===== config.mk =====
export PLATFORM = sky130hd
export DESIGN_NAME = cla_word_sequencer
export DESIGN_NICKNAME = d
export VERILOG_FILES = /design/src/rtl/cla_word_sequencer.sv
export SDC_FILE = /design/constraint.sdc
export NUM_CORES = 1
export LEC_CHECK = 0
export ABC_AREA = 1
export BUFFER_PORTS_ARGS = -buffer_cell sky130_fd_sc_hd__buf_2
export CAP_MARGIN = 20
export CORE_MARGIN = 4
export CORE_UTILIZATION = 40
export CTS_BUF_LIST = sky130_fd_sc_hd__clkbuf_4
export DETAILED_ROUTE_END_ITERATION = 10
export GPL_TIMING_DRIVEN = 0
export HOLD_SLACK_MARGIN = 0.06
export SYNTH_ARGS = -nofsm -noshare
export SYNTH_HDL_FRONTEND = slang
export SYNTH_SLANG_ARGS = --single-unit

===== constraint.sdc =====
create_clock -name clk -period 4.4 [get_ports clk]
set_input_delay 0.66 -clock clk [delete_from_list [all_inputs] [get_ports clk]]
set_output_delay 0.66 -clock clk [all_outputs]
set_load 0.02 [all_outputs]

===== src/rtl/cla_word_sequencer.sv =====
// Purpose: adds two 4*NIBBLES-bit words on one external 4-bit CLA, one nibble per clock, LSB first.
// Latency: request accepted at edge k -> res_valid from edge k+NIBBLES; one op per NIBBLES+2 cycles.
// Backpressure: req_ready only in IDLE; result held stable in DONE until res_ready.
module cla_word_sequencer #(
    parameter int NIBBLES = 4
) (
    input  logic                   clk,
    input  logic                   rst,
    input  logic                   req_valid,
    output logic                   req_ready,
    input  logic [4*NIBBLES-1:0]   op_a,
    input  logic [4*NIBBLES-1:0]   op_b,
    input  logic                   cin,
    output logic                   res_valid,
    input  logic                   res_ready,
    output logic [4*NIBBLES-1:0]   sum,
    output logic                   cout,
    output logic                   busy,
    output logic [3:0]             add_a,
    output logic [3:0]             add_b,
    output logic                   add_c,
    input  logic [3:0]             add_s,
    input  logic                   add_c4
);

    localparam int W    = 4 * NIBBLES;
    localparam int IDXW = (NIBBLES > 1) ? $clog2(NIBBLES) : 1;

    typedef enum logic [1:0] {
        S_IDLE = 2'd0,
        S_RUN  = 2'd1,
        S_DONE = 2'd2
    } state_t;

    state_t            r_state;
    logic [IDXW-1:0]   r_idx;
    logic              r_carry;
    logic [W-1:0]      r_opa;
    logic [W-1:0]      r_opb;
    logic [W-1:0]      r_sum;
    logic              r_cout;
    logic              r_req_ready;
    logic              r_res_valid;
    logic              r_busy;

    // Bit offset of the nibble currently being added.
    logic [IDXW+1:0]   w_base;
    logic              w_last;
    logic              w_run;

    assign w_base = {r_idx, 2'b00};
    assign w_last = (r_idx == IDXW'(NIBBLES - 1));
    assign w_run  = (r_state == S_RUN);

    // Adder inputs are only driven while stepping; quiet zeros otherwise.
    assign add_a = w_run ? r_opa[w_base +: 4] : 4'd0;
    assign add_b = w_run ? r_opb[w_base +: 4] : 4'd0;
    assign add_c = w_run ? r_carry : 1'b0;

    assign req_ready = r_req_ready;
    assign res_valid = r_res_valid;
    assign busy      = r_busy;
    assign sum       = r_sum;
    assign cout      = r_cout;

    // Sequencer FSM: accept, step one nibble per cycle riding the carry, hold result until taken.
    always_ff @(posedge clk) begin
        if (rst) begin
            r_state     <= S_IDLE;
            r_idx       <= '0;
            r_carry     <= 1'b0;
            r_opa       <= '0;
            r_opb       <= '0;
            r_sum       <= '0;
            r_cout      <= 1'b0;
            r_req_ready <= 1'b1;
            r_res_valid <= 1'b0;
            r_busy      <= 1'b0;
        end else begin
            case (r_state)
                S_IDLE: begin
                    if (req_valid) begin
                        r_opa       <= op_a;
                        r_opb       <= op_b;
                        r_carry     <= cin;
                        r_idx       <= '0;
                        r_sum       <= '0;
                        r_state     <= S_RUN;
                        r_req_ready <= 1'b0;
                        r_busy      <= 1'b1;
                    end
                end
                S_RUN: begin
                    r_sum[w_base +: 4] <= add_s;
                    r_carry            <= add_c4;
                    if (w_last) begin
                        r_cout      <= add_c4;
                        r_state     <= S_DONE;
                        r_res_valid <= 1'b1;
                    end else begin
                        r_idx <= r_idx + 1'b1;
                    end
                end
                S_DONE: begin
                    if (res_ready) begin
                        r_state     <= S_IDLE;
                        r_res_valid <= 1'b0;
                        r_busy      <= 1'b0;
                        r_req_ready <= 1'b1;
                    end
                end
                default: begin
                    r_state     <= S_IDLE;
                    r_req_ready <= 1'b1;
                    r_res_valid <= 1'b0;
                    r_busy      <= 1'b0;
                end
            endcase
        end
    end

endmodule


* Yosys cells after proc, flatten, opt, wreduce, memory -nomap -nowiden
Cells that the tools add are included.
** Storage, ports and cells
- Register bits :: 57
- Bits in latches :: 0
- Bits in writable memories :: 0
- Bits in read-only memories :: 0
- Input port bits :: 42
- Output and inout port bits :: 29
- Word-level logic and storage cells :: 57
- Memories :: 0
** Cells by class
- Add/subtract/negate cells :: 2
- Multipliers :: 0
- Divide/modulo/power cells :: 0
- $lt $le $gt $ge :: 0
- Eq/ne operators :: 7
- Shift-type cells :: 4
- Mux-type cells :: 23
- Bitwise gates (word level) :: 2
- Reduce and logical (&&, ||, !) cells :: 9
** Operators by type and width (number)
- $pmux W16 S2 :: 1
- $shiftx A16 B5 Y4 :: 2
- $bwmux W16 :: 1
- $mux W16 :: 1
- $shift A4 B6 Y16 const A :: 1
- $shiftx A4 B6 Y16 :: 1
- $reduce_and A3 Y1 :: 4
- $mux W2 :: 5
- $pmux W1 S3 :: 3
- $mux W4 :: 2
- $ne A2 B2 Y1 const B :: 4
- $mux W1 :: 7
- $neg A4 Y6 :: 1
- $pmux W2 S3 :: 1
- $reduce_and A2 Y1 :: 3
- $eq A2 B2 Y1 const B :: 2
- $pmux W2 S2 :: 1
- $add A2 B1 Y2 const B :: 1
- $eq A2 B1 Y1 const B :: 1
- $logic_not A2 Y1 :: 1
- $not A1 Y1 :: 2
- $pmux W1 S2 :: 1
- $reduce_bool A2 Y1 :: 1

* Logic depth before layout (Yosys ltp)
Gate-level depths: netlist (run 1).
- Word-level depth :: 4
- Depth in mapped cells :: 9
- Depth with buffers taken out :: 7

* Least setup slack after synthesis (run 1)
OpenSTA, ideal clock, no wires.
- Kind :: flip-flop to output port
- From :: register r_idx[1]
- To :: output add_a[0]
- Arrival time :: 1.320 ns
- Data required time :: 3.740 ns
- Path slack :: 2.420 ns
- Cell stages (with the launch flop) :: 6
- Buffers on the path :: 1
- Cell sequence :: dfxtp_1 > buf_2 > clkinv_1 > nor2_1 > o21ai_0 > a21oi_1
** Between the ends
- Word-level cells in the longest chain between the ends :: 2
** RTL lines
- start: declaration :: line 36 : logic [IDXW-1:0] r_idx;
- start signal: assignment :: line 101 : r_idx <= r_idx + 1'b1;
- $shiftx A16 B5 Y4 :: line 56 : assign add_a = w_run ? r_opa[w_base +: 4] : 4'd0;
- $mux W4 :: line 56
- end: declaration :: line 19 : output logic [3:0] add_a,
Every way passes these cells.

* Worst setup path after layout (run 1)
Ends and elaborated chain as after synthesis.

==> results of run 1 <==
final timing paths:
check / start / to / slack, ps / cells after the start
worst max-delay path: r_idx[1] / add_a[0] / 1690 / 6
worst min-delay path: req_ready / req_ready / 460 / 2
worst max register to register: r_idx[1] / sum[3] / 2230 / 8
worst min register to register: req_ready / req_ready / 460 / 2
cell usage after synthesis:
cell | number | area share (%)
sky130_fd_sc_hd__nand2_1 | 30 | 4.4
sky130_fd_sc_hd__buf_2 | 7 | 1.4
sky130_fd_sc_hd__nand3_1 | 18 | 3.5
sky130_fd_sc_hd__ha_1 | 6 | 2.9
sky130_fd_sc_hd__nand4_1 | 1 | 0.25
sky130_fd_sc_hd__buf_4 | 5 | 1.5
sky130_fd_sc_hd__inv_2 | 2 | 0.29
sky130_fd_sc_hd__nor2_1 | 114 | 17
sky130_fd_sc_hd__nand3b_1 | 1 | 0.29
sky130_fd_sc_hd__inv_1 | 13 | 1.9
sky130_fd_sc_hd__nor2_4 | 4 | 1.8
sky130_fd_sc_hd__clkinv_1 | 1 | 0.15
sky130_fd_sc_hd__nand2_4 | 4 | 1.8
sky130_fd_sc_hd__buf_6 | 1 | 0.44
sky130_fd_sc_hd__o21a_1 | 1 | 0.29
sky130_fd_sc_hd__nor2_2 | 2 | 0.49
sky130_fd_sc_hd__a21oi_1 | 27 | 5.3
sky130_fd_sc_hd__clkbuf_2 | 2 | 0.39
sky130_fd_sc_hd__clkbuf_1 | 5 | 0.74
sky130_fd_sc_hd__o21ai_1 | 7 | 1.4
sky130_fd_sc_hd__o21ai_0 | 47 | 9.2
sky130_fd_sc_hd__dfxtp_1 | 57 | 45
power groups by stage:
stage          Sequential (mW)  Clock, mW  Combinational (mW)
2_1_floorplan            0.579          0               0.154
3_3_place_gp             0.578          0               0.224
3_5_place_dp             0.578          0               0.226
4_1_cts                  0.566      0.372               0.227
5_1_grt                  0.570      0.394               0.255
6_report                 0.566      0.359               0.223
kinds of logic after synthesis:
| kind of cell | Yosys count | share of synthesized area [%] |
|---|---|---|
| DFF | 57 | 44.77 |
| buffers and inverters | 36 | 6.775 |
| adders and majority gates | 6 | 2.945 |
| and+or+nand+nor | 174 | 29.31 |
| AOI/OAI and AO/OA | 82 | 16.20 |
cell usage in the layout, fill, tap and decap left out, types with 5 or more instances in the layout:
cell type and count:
sky130_fd_sc_hd__nand3_1 18, sky130_fd_sc_hd__nor2_1 114, sky130_fd_sc_hd__inv_1 13, sky130_fd_sc_hd__buf_2 77, sky130_fd_sc_hd__a21oi_1 27, sky130_fd_sc_hd__clkbuf_4 9, sky130_fd_sc_hd__buf_4 5, sky130_fd_sc_hd__dfxtp_1 57
sky130_fd_sc_hd__nand2_1 30, sky130_fd_sc_hd__o21ai_0 47, sky130_fd_sc_hd__clkbuf_1 5, sky130_fd_sc_hd__ha_1 6, sky130_fd_sc_hd__o21ai_1 7
metal layers:
metal | up-vias | GRT usage, % | wire (um)
met2 | 54 | 28.90 | 3151
met5 | - | 0 | 0
li1 | 1310 | - | -
met3 | 4 | 6.115 | 325
met4 | 0 | 4.742 | 62
met1 | 1121 | 20.83 | 2951
sequential cells by signal, indices dropped and copies added, names as in the netlist:
name / cells
busy: 1
r_idx: 2
sum: 16
r_opa: 16
r_carry: 1
cout: 1
r_state: 2
req_ready: 1
r_opb: 16
res_valid: 1
cell type report:
class                   count  area share (%)
clock inverters             7           1.964
flip-flops and latches     57           36.55
plain buffers              20           3.607
repair buffers             70           11.22
multi-input cells         262           39.56
well taps                  75           3.006
inverters                  16           1.924
clock buffers               9           2.164
worst max-delay path: stages (launching register included):
cell                       delay [ps]
sky130_fd_sc_hd__dfxtp_1          400
sky130_fd_sc_hd__buf_2            250
sky130_fd_sc_hd__clkinv_1         350
sky130_fd_sc_hd__nor2_1           190
sky130_fd_sc_hd__o21ai_0          120
sky130_fd_sc_hd__a21oi_1          150
sky130_fd_sc_hd__buf_2            180
==> impl_table.tex, run 1 <==
\begin{tabular}{lr}
\hline
Metric & Value \\
\hline
\multicolumn{2}{l}{\textbf{Clock tree}} \\
Clock slew at the register clock pins of the worst setup and hold paths & 110 ps \\
TritonCTS clock tree & built \\
Post-CTS setup-driven buffer insertion count & 0 \\
Number of clock sinks & 57 \\
Hold buffer count at CTS & 0 \\
Clock root buffer master & sky130\_fd\_sc\_hd\_\_clkbuf\_4 \\
Clock tree buffer depth & 2 \\
Worst-skew pair later-pin latency & 390 ps \\
CTS H-Tree Depth & 3 \\
Resized cells post-CTS & 0 \\
Total clock buffers created by CTS & 9 \\
\multicolumn{2}{l}{\textbf{Timing}} \\
Unrepaired setup endpoints after global routing & false \\
Tightest Pin Transition & 505.4 ps \\
Max frequency & 0.3696 GHz \\
Max-slew violation count & 0 \\
Final total negative setup slack & 0 ps \\
Post-Route Skew & 9.570 ps \\
Fin crit period & 2706 ps \\
Worst hold slack across all endpoints & 459.9 ps \\
Setup-violating endpoint count in the final report & 0 \\
Smallest setup slack after layout & 1694 ps \\
Endpoints failing hold & 0 \\
Normalized max-slew margin & 66.30\% \\
Final period utilization & 61.50\% \\
\multicolumn{2}{l}{\textbf{Layout}} \\
Antenna diode count & 0 \\
Final instance area & 0.003122 mm2 \\
Share of cells above drive strength 1 & 25.40\% \\
Area occupied by multi-input gates & 0.001235 mm2 \\
Final core utilization & 51.51\% \\
Area grow syn2layout & 22.48\% \\
Filler cell count in the final layout & 672 \\
Cell Count, Final, Fillers Out & 516 \\
Register Area & 0.001141 mm2 \\
Nets & 484 \\
\multicolumn{2}{l}{\textbf{GRT}} \\
Number of global-route vias before repair & 2,272 \\
GRT Total Usage & 17.21\% \\
GRT overflow & 0 \\
Pin count of the biggest net entering global routing & 13 \\
Antenna violations before repair & 0 \\
Wire length of the first global-routing pass & 10,320 um \\
\multicolumn{2}{l}{\textbf{Place}} \\
Count of input and output buffers & 70 \\
DP Area & 0.002993 mm2 \\
HPWL after detailed placement & 4835 um \\
Final RePlAce weighted congestion & 0.7805 \\
Total instance count after detailed placement & 500 \\
Pre-CTS worst setup slack & 2091 ps \\
\multicolumn{2}{l}{\textbf{Drt}} \\
Drt drc & 0 \\
Wire length per cell after detailed routing & 12.58 um \\
Mean number of vias per cell & 4.824 \\
Routed vias & 2,489 \\
Post-Route WL & 6491 um \\
DRT iter0 DRCs & 71 \\
Detailed Routing Iterations Pass 1 & 4 \\
Antenna viol nets, final & 0 \\
\multicolumn{2}{l}{\textbf{Floorplan}} \\
IO Pins & 71 \\
Area of the die & 0.007713 mm2 \\
Vertical extent of the die & 87.83 um \\
Floorplan row count & 28 \\
Floorplan die width & 87.83 um \\
Placeable core region & 0.006061 mm2 \\
Initial cell density of the core & 42.05\% \\
\multicolumn{2}{l}{\textbf{Yosys}} \\
Post-Synthesis Net Count & 403 \\
Syn Inst Count & 355 \\
Mapped Area & 0.002549 mm2 \\
Sequential share of the synthesized area & 44.77\% \\
Number of register bits inferred by synthesis & 57 \\
Avg Synthesized Cell Area & 7.179 um2 \\
Distinct cell type count after synthesis & 22 \\
YS warnings & 0 \\
\multicolumn{2}{l}{\textbf{Power}} \\
Switching Power & 0.3522 mW \\
Power per unit of standard cell area & 367.8 mW/mm2 \\
Clock power frac & 31.3\% \\
Peak ir drop on the vdd network & 0.2117 mV \\
Fraction of power consumed by combinational cells & 19.4\% \\
Leakage dissipation & 1.461 nW \\
Sequential share of power & 49.3\% \\
Int Power & 0.7961 mW \\
Net Sw Frac & 30.67\% \\
Power consumption & 1.148 mW \\
\multicolumn{2}{l}{\textbf{Outcome}} \\
Outcome & complete, no violations \\
\multicolumn{2}{l}{\textbf{Hold path}} \\
Hold WC Path Type & reg2reg \\
\multicolumn{2}{l}{\textbf{Critical path}} \\
Signal arrival time at the worst endpoint & 2050 ps \\
Capturing element type of the critical path & output port \\
Launching element type of the critical path & flip-flop \\
Crit-path max FO & 11 \\
Critical path data required time & 3740 ps \\
Critical path type & reg2out \\
\multicolumn{2}{l}{\textbf{Run}} \\
Number of maximum-capacitance constraint violations & 0 \\
\hline
\end{tabular}
Note: power is estimated with default switching activity, not from simulation.
==> run 2: changes to the inputs <==
--- a/config.mk
+++ b/config.mk
@@ -5,7 +5,7 @@
 export SDC_FILE = /design/constraint.sdc
 export NUM_CORES = 1
 export LEC_CHECK = 0
-export ABC_AREA = 1
+export ABC_AREA = 0
 export BUFFER_PORTS_ARGS = -buffer_cell sky130_fd_sc_hd__buf_2
 export CAP_MARGIN = 20
 export CORE_MARGIN = 4
@@ -14,6 +14,7 @@
 export DETAILED_ROUTE_END_ITERATION = 10
 export GPL_TIMING_DRIVEN = 0
 export HOLD_SLACK_MARGIN = 0.06
+export PLACE_DENSITY = 0.66
 export SYNTH_ARGS = -nofsm -noshare
 export SYNTH_HDL_FRONTEND = slang
 export SYNTH_SLANG_ARGS = --single-unit
==> constraint.sdc (replaced) <==
create_clock -name clk -period 2.3 [get_ports clk]
set_input_delay 0.345 -clock clk [delete_from_list [all_inputs] [get_ports clk]]
set_output_delay 0.345 -clock clk [all_outputs]
set_load 0.02 [all_outputs]
==> run 2 against run 1 <==
Compared with the run above:
- cell count decreased by 23%
- clock-buffer cell count up 1
- sequential cell count stayed put
- hold slack worse by 270 ps
- utilization decreased by 0.14 points
- synthesized cell count shrank 34%
- power increased by 67%
- register-to-register slack got worse by 2000 ps
- via count is 20% lower
- highest routed layer unchanged
==> impl_table.tex, run 2 <==
\begin{tabular}{lr}
\hline
Metric & Value \\
\hline
\multicolumn{2}{l}{\textbf{Timing}} \\
Tightest Pin Transition & 690.9 ps (was 505.4 ps) \\
Setup-violating endpoint count in the final report & 0 (unchanged) \\
Final total negative setup slack & 0 ps (unchanged) \\
Post-Route Skew & 9.393 ps (was 9.570 ps) \\
Final period utilization & 94.73\% \\
Normalized max-slew margin & 53.51\% (was 66.30\%) \\
Unrepaired setup endpoints after global routing & false (unchanged) \\
Max-slew violation count & 0 (unchanged) \\
Endpoints failing hold & 0 (unchanged) \\
Smallest setup slack after layout & 121.1 ps (was 1694 ps) \\
Max frequency & 0.4590 GHz \\
Fin crit period & 2179 ps \\
\multicolumn{2}{l}{\textbf{Critical path}} \\
Critical path origin & r\_idx[0] (was r\_idx[1]) \\
Crit-path max FO & 10 (was 11) \\
Destination of the critical timing path & add\_a[1] (was add\_a[0]) \\
Capturing element type of the critical path & output port (unchanged) \\
Launching element type of the critical path & flip-flop (unchanged) \\
Signal arrival time at the worst endpoint & 1830 ps (was 2050 ps) \\
Worst reg2reg endpoint & sum[10] (was sum[3]) \\
Depth of the most critical reg-to-reg path & 6 (was 8) \\
Critical path data required time & 1960 ps (was 3740 ps) \\
Worst R2R Start & r\_idx[1] (unchanged) \\
Critical path type & reg2out (unchanged) \\
Minimum setup slack among reg-to-reg paths & 200 ps (was 2230 ps) \\
\multicolumn{2}{l}{\textbf{Place}} \\
Final RePlAce weighted congestion & 0.8150 (was 0.7805) \\
Pre-CTS worst setup slack & -45.51 ps (was 2091 ps) \\
HPWL after detailed placement & 4299 um (was 4835 um) \\
Count of input and output buffers & 70 (unchanged) \\
\multicolumn{2}{l}{\textbf{Clock tree}} \\
Number of clock sinks & 57 (unchanged) \\
Clock root buffer master & sky130\_fd\_sc\_hd\_\_clkbuf\_4 (unchanged) \\
Clock tree buffer depth & 2 (unchanged) \\
TritonCTS clock tree & built (unchanged) \\
Clock slew at the register clock pins of the worst setup and hold paths & 90 ps (was 110 ps) \\
Worst-skew pair later-pin latency & 390 ps (about the same) \\
CTS H-Tree Depth & 3 (unchanged) \\
Total clock buffers created by CTS & 9 (unchanged) \\
\multicolumn{2}{l}{\textbf{Layout}} \\
Share of cells above drive strength 1 & 33.23\% (was 25.40\%) \\
Area grow syn2layout & 22.60\% (was 22.48\%) \\
Antenna diode count & 0 (unchanged) \\
Most common cell after layout, fill and taps aside & sky130\_fd\_sc\_hd\_\_buf\_2 (was sky130\_fd\_sc\_hd\_\_nor2\_1) \\
Highest-count cells in the layout ignoring fill and taps & 71 x sky130\_fd\_sc\_hd\_\_buf\_2, 56 x sky130\_fd\_sc\_hd\_\_dfxtp\_1, 37 x sky130\_fd\_sc\_hd\_\_nor2\_1 (was 114 x sky130\_fd\_sc\_hd\_\_nor2\_1, 77 x sky130\_fd\_sc\_hd\_\_buf\_2, 57 x sky130\_fd\_sc\_hd\_\_dfxtp\_1) \\
Nets & 366 (was 484) \\
\multicolumn{2}{l}{\textbf{Yosys}} \\
Flip-flop cell with the highest count after synthesis & sky130\_fd\_sc\_hd\_\_dfxtp\_1 (unchanged) \\
Top cells by count, synth & 57 x sky130\_fd\_sc\_hd\_\_dfxtp\_1, 37 x sky130\_fd\_sc\_hd\_\_nor2\_1, 33 x sky130\_fd\_sc\_hd\_\_mux2i\_1 (was 114 x sky130\_fd\_sc\_hd\_\_nor2\_1, 57 x sky130\_fd\_sc\_hd\_\_dfxtp\_1, 47 x sky130\_fd\_sc\_hd\_\_o21ai\_0) \\
Library cell with the highest instance count after synthesis & sky130\_fd\_sc\_hd\_\_dfxtp\_1 (was sky130\_fd\_sc\_hd\_\_nor2\_1) \\
Distinct cell type count after synthesis & 33 (was 22) \\
Post-synthesis async set-or-reset flop share & 0\% (unchanged) \\
Post-Synthesis Net Count & 282 (was 403) \\
Sequential share of the synthesized area & 45.19\% (was 44.77\%) \\
Dominant cells by area after synthesis & sky130\_fd\_sc\_hd\_\_dfxtp\_1 45\%, sky130\_fd\_sc\_hd\_\_mux2i\_1 13\%, sky130\_fd\_sc\_hd\_\_nor2\_1 5.5\% (was sky130\_fd\_sc\_hd\_\_dfxtp\_1 45\%, sky130\_fd\_sc\_hd\_\_nor2\_1 17\%, sky130\_fd\_sc\_hd\_\_o21ai\_0 9.2\%) \\
Number of register bits inferred by synthesis & 57 (unchanged) \\
Syn Inst Count & 234 (was 355) \\
Cell type contributing the most total cell area after synthesis & sky130\_fd\_sc\_hd\_\_dfxtp\_1 (unchanged) \\
YS warnings & 0 (unchanged) \\
Mapped Area & 0.002525 mm2 (was 0.002549 mm2) \\
Avg Synthesized Cell Area & 10.79 um2 (was 7.179 um2) \\
Yosys top cell area share & 45.19\% (was 44.77\%) \\
Number of synthesized flops with an enable pin & 0 (unchanged) \\
\multicolumn{2}{l}{\textbf{Floorplan}} \\
Placeable core region & 0.006026 mm2 (was 0.006061 mm2) \\
Vertical extent of the die & 87.45 um (was 87.83 um) \\
Area of the die & 0.007648 mm2 (was 0.007713 mm2) \\
Floorplan row count & 28 (unchanged) \\
Initial cell density of the core & 41.90\% (was 42.05\%) \\
IO Pins & 71 (unchanged) \\
Floorplan die width & 87.45 um (was 87.83 um) \\
\multicolumn{2}{l}{\textbf{Drt}} \\
Detailed Routing Iterations Pass 1 & 4 (unchanged) \\
Mean number of vias per cell & 4.987 (was 4.824) \\
DRT iter0 DRCs & 40 (was 71) \\
Wire length per cell after detailed routing & 14.61 um (was 12.58 um) \\
Antenna viol nets, final & 0 (unchanged) \\
Post-Route WL & 5802 um (was 6491 um) \\
Routed vias & 1,980 (was 2,489) \\
Drt drc & 0 (unchanged) \\
\multicolumn{2}{l}{\textbf{Run}} \\
Number of maximum-capacitance constraint violations & 0 (unchanged) \\
\multicolumn{2}{l}{\textbf{Power}} \\
Power consumption & 1.916 mW (was 1.148 mW) \\
Power per unit of standard cell area & 618.9 mW/mm2 (was 367.8 mW/mm2) \\
Leakage dissipation & 1.427 nW (was 1.461 nW) \\
Peak ir drop on the vdd network & 0.3845 mV (was 0.2117 mV) \\
\multicolumn{2}{l}{\textbf{GRT}} \\
GRT Total Usage & 16.01\% (was 17.21\%) \\
Pin count of the biggest net entering global routing & 11 (was 13) \\
Number of global-route vias before repair & 1,958 (was 2,272) \\
Wire length of the first global-routing pass & 9321 um (was 10,320 um) \\
GRT overflow & 0 (unchanged) \\
Antenna violations before repair & 0 (unchanged) \\
\multicolumn{2}{l}{\textbf{Hold path}} \\
Hold WC Path Type & in2reg (was reg2reg) \\
Startpoint of the most critical hold path & op\_b[11] (was req\_ready) \\
\multicolumn{2}{l}{\textbf{Outcome}} \\
Outcome & complete, no violations (unchanged) \\
\hline
\end{tabular}
==> run 2: area by class of cell <==
| cell class | instances | area, um2 |
|---|---|---|
| timing repair buffer | 73 | 372.9 |
| clock buffer | 10 | 75.07 |
| sequential | 57 | 1145 |
| inverter | 6 | 22.52 |
| multi-input combinational | 156 | 1259 |
| tap | 75 | 93.84 |
| fill | 568 | 2930 |
| buffer | 15 | 103.9 |
| clock inverter | 5 | 23.77 |
==> run 2: worst min path at each step <==
stage          slack, ps   endpoint  cells after the start
3_5_place_dp         450     sum[1]                      1
6_report             190  r_opb[11]                      3
4_1_cts              170   r_opa[3]                      3
2_1_floorplan        450    r_carry                      2
3_3_place_gp         450     sum[3]                      1
5_1_grt              170  r_opa[15]                      3
==> run 2: cell families (layout without fill, tap and decap cells) <==
family          after synthesis  count (layout)  synth area share [%]
flops                        57              57                 45.19
buf+inv                      21             109                 4.955
mux                          45              45                 22.75
simple gates                 71              71                 14.22
fa+ha+maj                     6               6                 2.973
compound gates               34              34                 9.911
==> run 2: repair_timing <==
action	4_1_cts	5_1_grt
endpoints found under the setup margin	11	2
setup buffers	0	3
pin swaps	0	0
gates resized for setup	3	0
hold buffers	0	0
cloned	0	0
==> run 2: stage by stage <==
stage               util (%)  hold slack (ps)  area [um2]  instances
floorplan                  -            446.1        2525        234
global placement       49.27            451.9        2969        379
detailed placement     49.27            449.7        2969        379
global route           51.37            173.9        3095        397
finish                 51.37            185.6        3095        397
CTS                    51.00            165.4        3073        394
==> run 2: per-layer routing <==
| metal | up-vias | global-route usage, % | part of all wire [%] |
|---|---|---|---|
| li1 | 1002 | - | - |
| met1 | 911 | 19.49 | 44 |
| met2 | 58 | 26.16 | 48 |
| met3 | 9 | 6.244 | 6.7 |
| met4 | 0 | 4.603 | 1.0 |
| met5 | - | 0 | 0 |
==> run 2: critical path, cell delays in order, from the launching register on <==
cell,delay (ps)
sky130_fd_sc_hd__dfxtp_4,400
sky130_fd_sc_hd__buf_6,180
sky130_fd_sc_hd__mux4_1,550
sky130_fd_sc_hd__nor2b_1,140
sky130_fd_sc_hd__buf_2,180
==> run 2: power by group <==
group	switching, mW	leakage [nW]	total (mW)	internal [mW]
sequential	0.0244	0.467	1.06	1.03
combinational	0.149	0.897	0.294	0.144
clock	0.347	0.0632	0.564	0.217
==> run 3: changes to the inputs <==
--- a/config.mk
+++ b/config.mk
@@ -9,12 +9,11 @@
 export BUFFER_PORTS_ARGS = -buffer_cell sky130_fd_sc_hd__buf_2
 export CAP_MARGIN = 20
 export CORE_MARGIN = 4
-export CORE_UTILIZATION = 40
+export CORE_UTILIZATION = 30
 export CTS_BUF_LIST = sky130_fd_sc_hd__clkbuf_4
 export DETAILED_ROUTE_END_ITERATION = 10
 export GPL_TIMING_DRIVEN = 0
 export HOLD_SLACK_MARGIN = 0.06
-export PLACE_DENSITY = 0.66
 export SYNTH_ARGS = -nofsm -noshare
 export SYNTH_HDL_FRONTEND = slang
 export SYNTH_SLANG_ARGS = --single-unit
==> run 3 against run 2 <==
Compared with the run above:
- global-route usage down 2.7 points
- hold slack worse by 9.2 ps
- utilization down 13 points
- sequential power is essentially flat
- design area up 2.1%
- non-clock buffer count unchanged
- combinational power grew 1%
- critical path depth unchanged
- die area rose by 30%
- highest routed layer is now met5
- power up 6.1%
==> impl_table.tex, run 3 (synthesis results as in run 2) <==
\begin{tabular}{lr}
\hline
Metric & Value \\
\hline
\multicolumn{2}{l}{\textbf{Clock tree}} \\
Number of clock sinks & 57 (unchanged) \\
Clock tree buffer depth & 2 (unchanged) \\
Clock root buffer master & sky130\_fd\_sc\_hd\_\_clkbuf\_4 (unchanged) \\
Clock slew at the register clock pins of the worst setup and hold paths & 100 ps (was 90 ps) \\
Worst-skew pair later-pin latency & 390 ps (about the same) \\
CTS H-Tree Depth & 3 (unchanged) \\
Total clock buffers created by CTS & 9 (unchanged) \\
TritonCTS clock tree & built (unchanged) \\
\multicolumn{2}{l}{\textbf{Timing}} \\
Final period utilization & 94.57\% (was 94.73\%) \\
Max-slew violation count & 0 (unchanged) \\
Normalized max-slew margin & 59.46\% (was 53.51\%) \\
Fin crit period & 2175 ps (was 2179 ps) \\
Max frequency & 0.4598 GHz (was 0.4590 GHz) \\
Setup-violating endpoint count in the final report & 0 (unchanged) \\
Endpoints failing hold & 0 (unchanged) \\
Tightest Pin Transition & 608.2 ps (was 690.9 ps) \\
Unrepaired setup endpoints after global routing & false (unchanged) \\
Smallest setup slack after layout & 125.0 ps (was 121.1 ps) \\
Post-Route Skew & 15.19 ps (was 9.393 ps) \\
\multicolumn{2}{l}{\textbf{Power}} \\
Leakage dissipation & 1.430 nW (was 1.427 nW) \\
Power consumption & 2.032 mW (was 1.916 mW) \\
Power per unit of standard cell area & 642.7 mW/mm2 (was 618.9 mW/mm2) \\
Peak ir drop on the vdd network & 0.2079 mV (was 0.3845 mV) \\
\multicolumn{2}{l}{\textbf{Layout}} \\
Final core utilization & 38.48\% (was 51.37\%) \\
Cell Count, Final, Fillers Out & 426 (was 397) \\
Nets & 366 (unchanged) \\
Share of cells above drive strength 1 & 33.33\% (was 33.23\%) \\
Filler cell count in the final layout & 854 (was 568) \\
Most common cell after layout, fill and taps aside & sky130\_fd\_sc\_hd\_\_buf\_2 (unchanged) \\
Area grow syn2layout & 25.22\% (was 22.60\%) \\
Highest-count cells in the layout ignoring fill and taps & 71 x sky130\_fd\_sc\_hd\_\_buf\_2, 56 x sky130\_fd\_sc\_hd\_\_dfxtp\_1, 37 x sky130\_fd\_sc\_hd\_\_nor2\_1 (unchanged) \\
Antenna diode count & 0 (unchanged) \\
\multicolumn{2}{l}{\textbf{Critical path}} \\
Minimum setup slack among reg-to-reg paths & 290 ps (was 200 ps) \\
Worst R2R Start & r\_idx[1] (unchanged) \\
Critical path origin & r\_idx[1] (was r\_idx[0]) \\
Crit-path max FO & 10 (unchanged) \\
Critical path data required time & 1960 ps (about the same) \\
Highest-delay cell along the critical path & sky130\_fd\_sc\_hd\_\_dfxtp\_1 (was sky130\_fd\_sc\_hd\_\_mux4\_1) \\
Depth of the most critical reg-to-reg path & 5 (was 6) \\
Crit path buf inv count & 2 (unchanged) \\
Destination of the critical timing path & add\_a[0] (was add\_a[1]) \\
Family with the most delay on the worst path & buffers and inverters (was multiplexers) \\
Capturing element type of the critical path & output port (unchanged) \\
Ordered list of cells on the worst path & clkbuf\_2, mux4\_1, nor2b\_1, buf\_2 (was buf\_6, mux4\_1, nor2b\_1, buf\_2) \\
Worst reg2reg endpoint & sum[2] (was sum[10]) \\
Longest individual stage delay on the worst path & 450 ps (was 550 ps) \\
WP depth & 4 (unchanged) \\
Signal arrival time at the worst endpoint & 1830 ps (about the same) \\
Launching element type of the critical path & flip-flop (unchanged) \\
Critical path type & reg2out (unchanged) \\
\multicolumn{2}{l}{\textbf{Drt}} \\
Post-Route WL & 6180 um (was 5802 um) \\
Antenna viol nets, final & 0 (unchanged) \\
DRT iter0 DRCs & 28 (was 40) \\
Mean number of vias per cell & 4.603 (was 4.987) \\
Wire length per cell after detailed routing & 14.51 um (was 14.61 um) \\
Drt drc & 0 (unchanged) \\
Routed vias & 1,961 (was 1,980) \\
Detailed Routing Iterations Pass 1 & 4 (unchanged) \\
\multicolumn{2}{l}{\textbf{Run}} \\
Number of maximum-capacitance constraint violations & 0 (unchanged) \\
\multicolumn{2}{l}{\textbf{Floorplan}} \\
Floorplan row count & 33 (was 28) \\
Initial cell density of the core & 30.73\% (was 41.90\%) \\
Floorplan die width & 99.74 um (was 87.45 um) \\
Placeable core region & 0.008217 mm2 (was 0.006026 mm2) \\
IO Pins & 71 (unchanged) \\
Area of the die & 0.009948 mm2 (was 0.007648 mm2) \\
Vertical extent of the die & 99.74 um (was 87.45 um) \\
\multicolumn{2}{l}{\textbf{GRT}} \\
Wire length of the first global-routing pass & 10,120 um (was 9321 um) \\
GRT Total Usage & 13.26\% (was 16.01\%) \\
Pin count of the biggest net entering global routing & 11 (unchanged) \\
GRT overflow & 0 (unchanged) \\
Number of global-route vias before repair & 2,055 (was 1,958) \\
Antenna violations before repair & 1 (was 0) \\
\multicolumn{2}{l}{\textbf{Outcome}} \\
Outcome & complete, no violations (unchanged) \\
\multicolumn{2}{l}{\textbf{Place}} \\
Count of input and output buffers & 70 (unchanged) \\
Total instance count after detailed placement & 409 (was 379) \\
Final RePlAce weighted congestion & 0.7721 (was 0.8150) \\
Pre-CTS worst setup slack & -56.16 ps (was -45.51 ps) \\
HPWL after detailed placement & 4609 um (was 4299 um) \\
\multicolumn{2}{l}{\textbf{Hold path}} \\
Hold WC Path Type & in2reg (unchanged) \\
Startpoint of the most critical hold path & op\_b[13] (was op\_b[11]) \\
\hline
\end{tabular}
-- run 3: cell types whose count changed in the layout (fill, tap and decap cells not counted) --
| cell | previous run | this run |
|---|---|---|
| sky130_fd_sc_hd__nor4_1 | 1 | 0 |
| sky130_fd_sc_hd__clkinvlp_4 | 0 | 1 |
| sky130_fd_sc_hd__nor4_2 | 0 | 1 |
| sky130_fd_sc_hd__bufinv_16 | 0 | 1 |
| sky130_fd_sc_hd__clkinv_2 | 4 | 1 |
-- run 3: stage by stage --
| step | hold slack (ps) | cell area, um2 | TNS [ps] |
|---|---|---|---|
| final | 176.4 | 3162 | 0 |
| after global placement | 448.6 | 3007 | -39.77 |
| after floorplan | 446.1 | 2525 | 0 |
| after global routing | 146.5 | 3162 | 0 |
| after detailed placement | 450.6 | 3007 | -219.8 |
| after CTS | 150.8 | 3156 | 0 |
-- run 3: worst min-delay path: stages --
cell                      delay (ps)
sky130_fd_sc_hd__buf_2            80
sky130_fd_sc_hd__mux2i_1          50
sky130_fd_sc_hd__nor2_1           70
-- run 3: worst min-delay path by stage --
stage                            to  slack (ps)  depth (start not counted)
after global routing      r_opa[15]         150                          3
final                     r_opb[13]         180                          3
after global placement       sum[2]         450                          1
after detailed placement     sum[3]         450                          1
after CTS                  r_opa[8]         150                          3
after floorplan             r_carry         450                          2
-- run 3: timing repair --
| action | CTS | global route |
|---|---|---|
| endpoints found under the setup margin | 11 | 4 |
| hold buffers | 0 | 0 |
| resized for setup | 3 | 1 |
| setup buffers | 3 | 0 |
-- run 3: cell type report --
| class | count | area, um2 | area share [%] |
|---|---|---|---|
| Tap cell | 105 | 131.4 | 4.155 |
| Multi-Input combinational cell | 156 | 1265 | 40.01 |
| Clock inverter | 4 | 46.29 | 1.464 |
| Clock buffer | 10 | 75.07 | 2.374 |
| Timing Repair Buffer | 73 | 372.9 | 11.79 |
| Buffer | 15 | 103.9 | 3.285 |
| Inverter | 6 | 22.52 | 0.7123 |
| Sequential cell | 57 | 1145 | 36.21 |
-- run 3: routing by layer --
layer / vias up / share of wire [%] / track usage, %
li1: 1002 / - / -
met1: 893 / 44 / 15.24
met2: 51 / 47 / 22.52
met3: 13 / 7.2 / 5.540
met4: 2 / 1.4 / 3.782
met5: - / 0.32 / 0
-- run 3: where the power goes --
group / total, mW / switching (mW) / internal (mW) / leakage, nW
clock network: 0.679 / 0.352 / 0.327 / 0.0658
logic: 0.298 / 0.153 / 0.145 / 0.898
registers: 1.06 / 0.0227 / 1.03 / 0.467
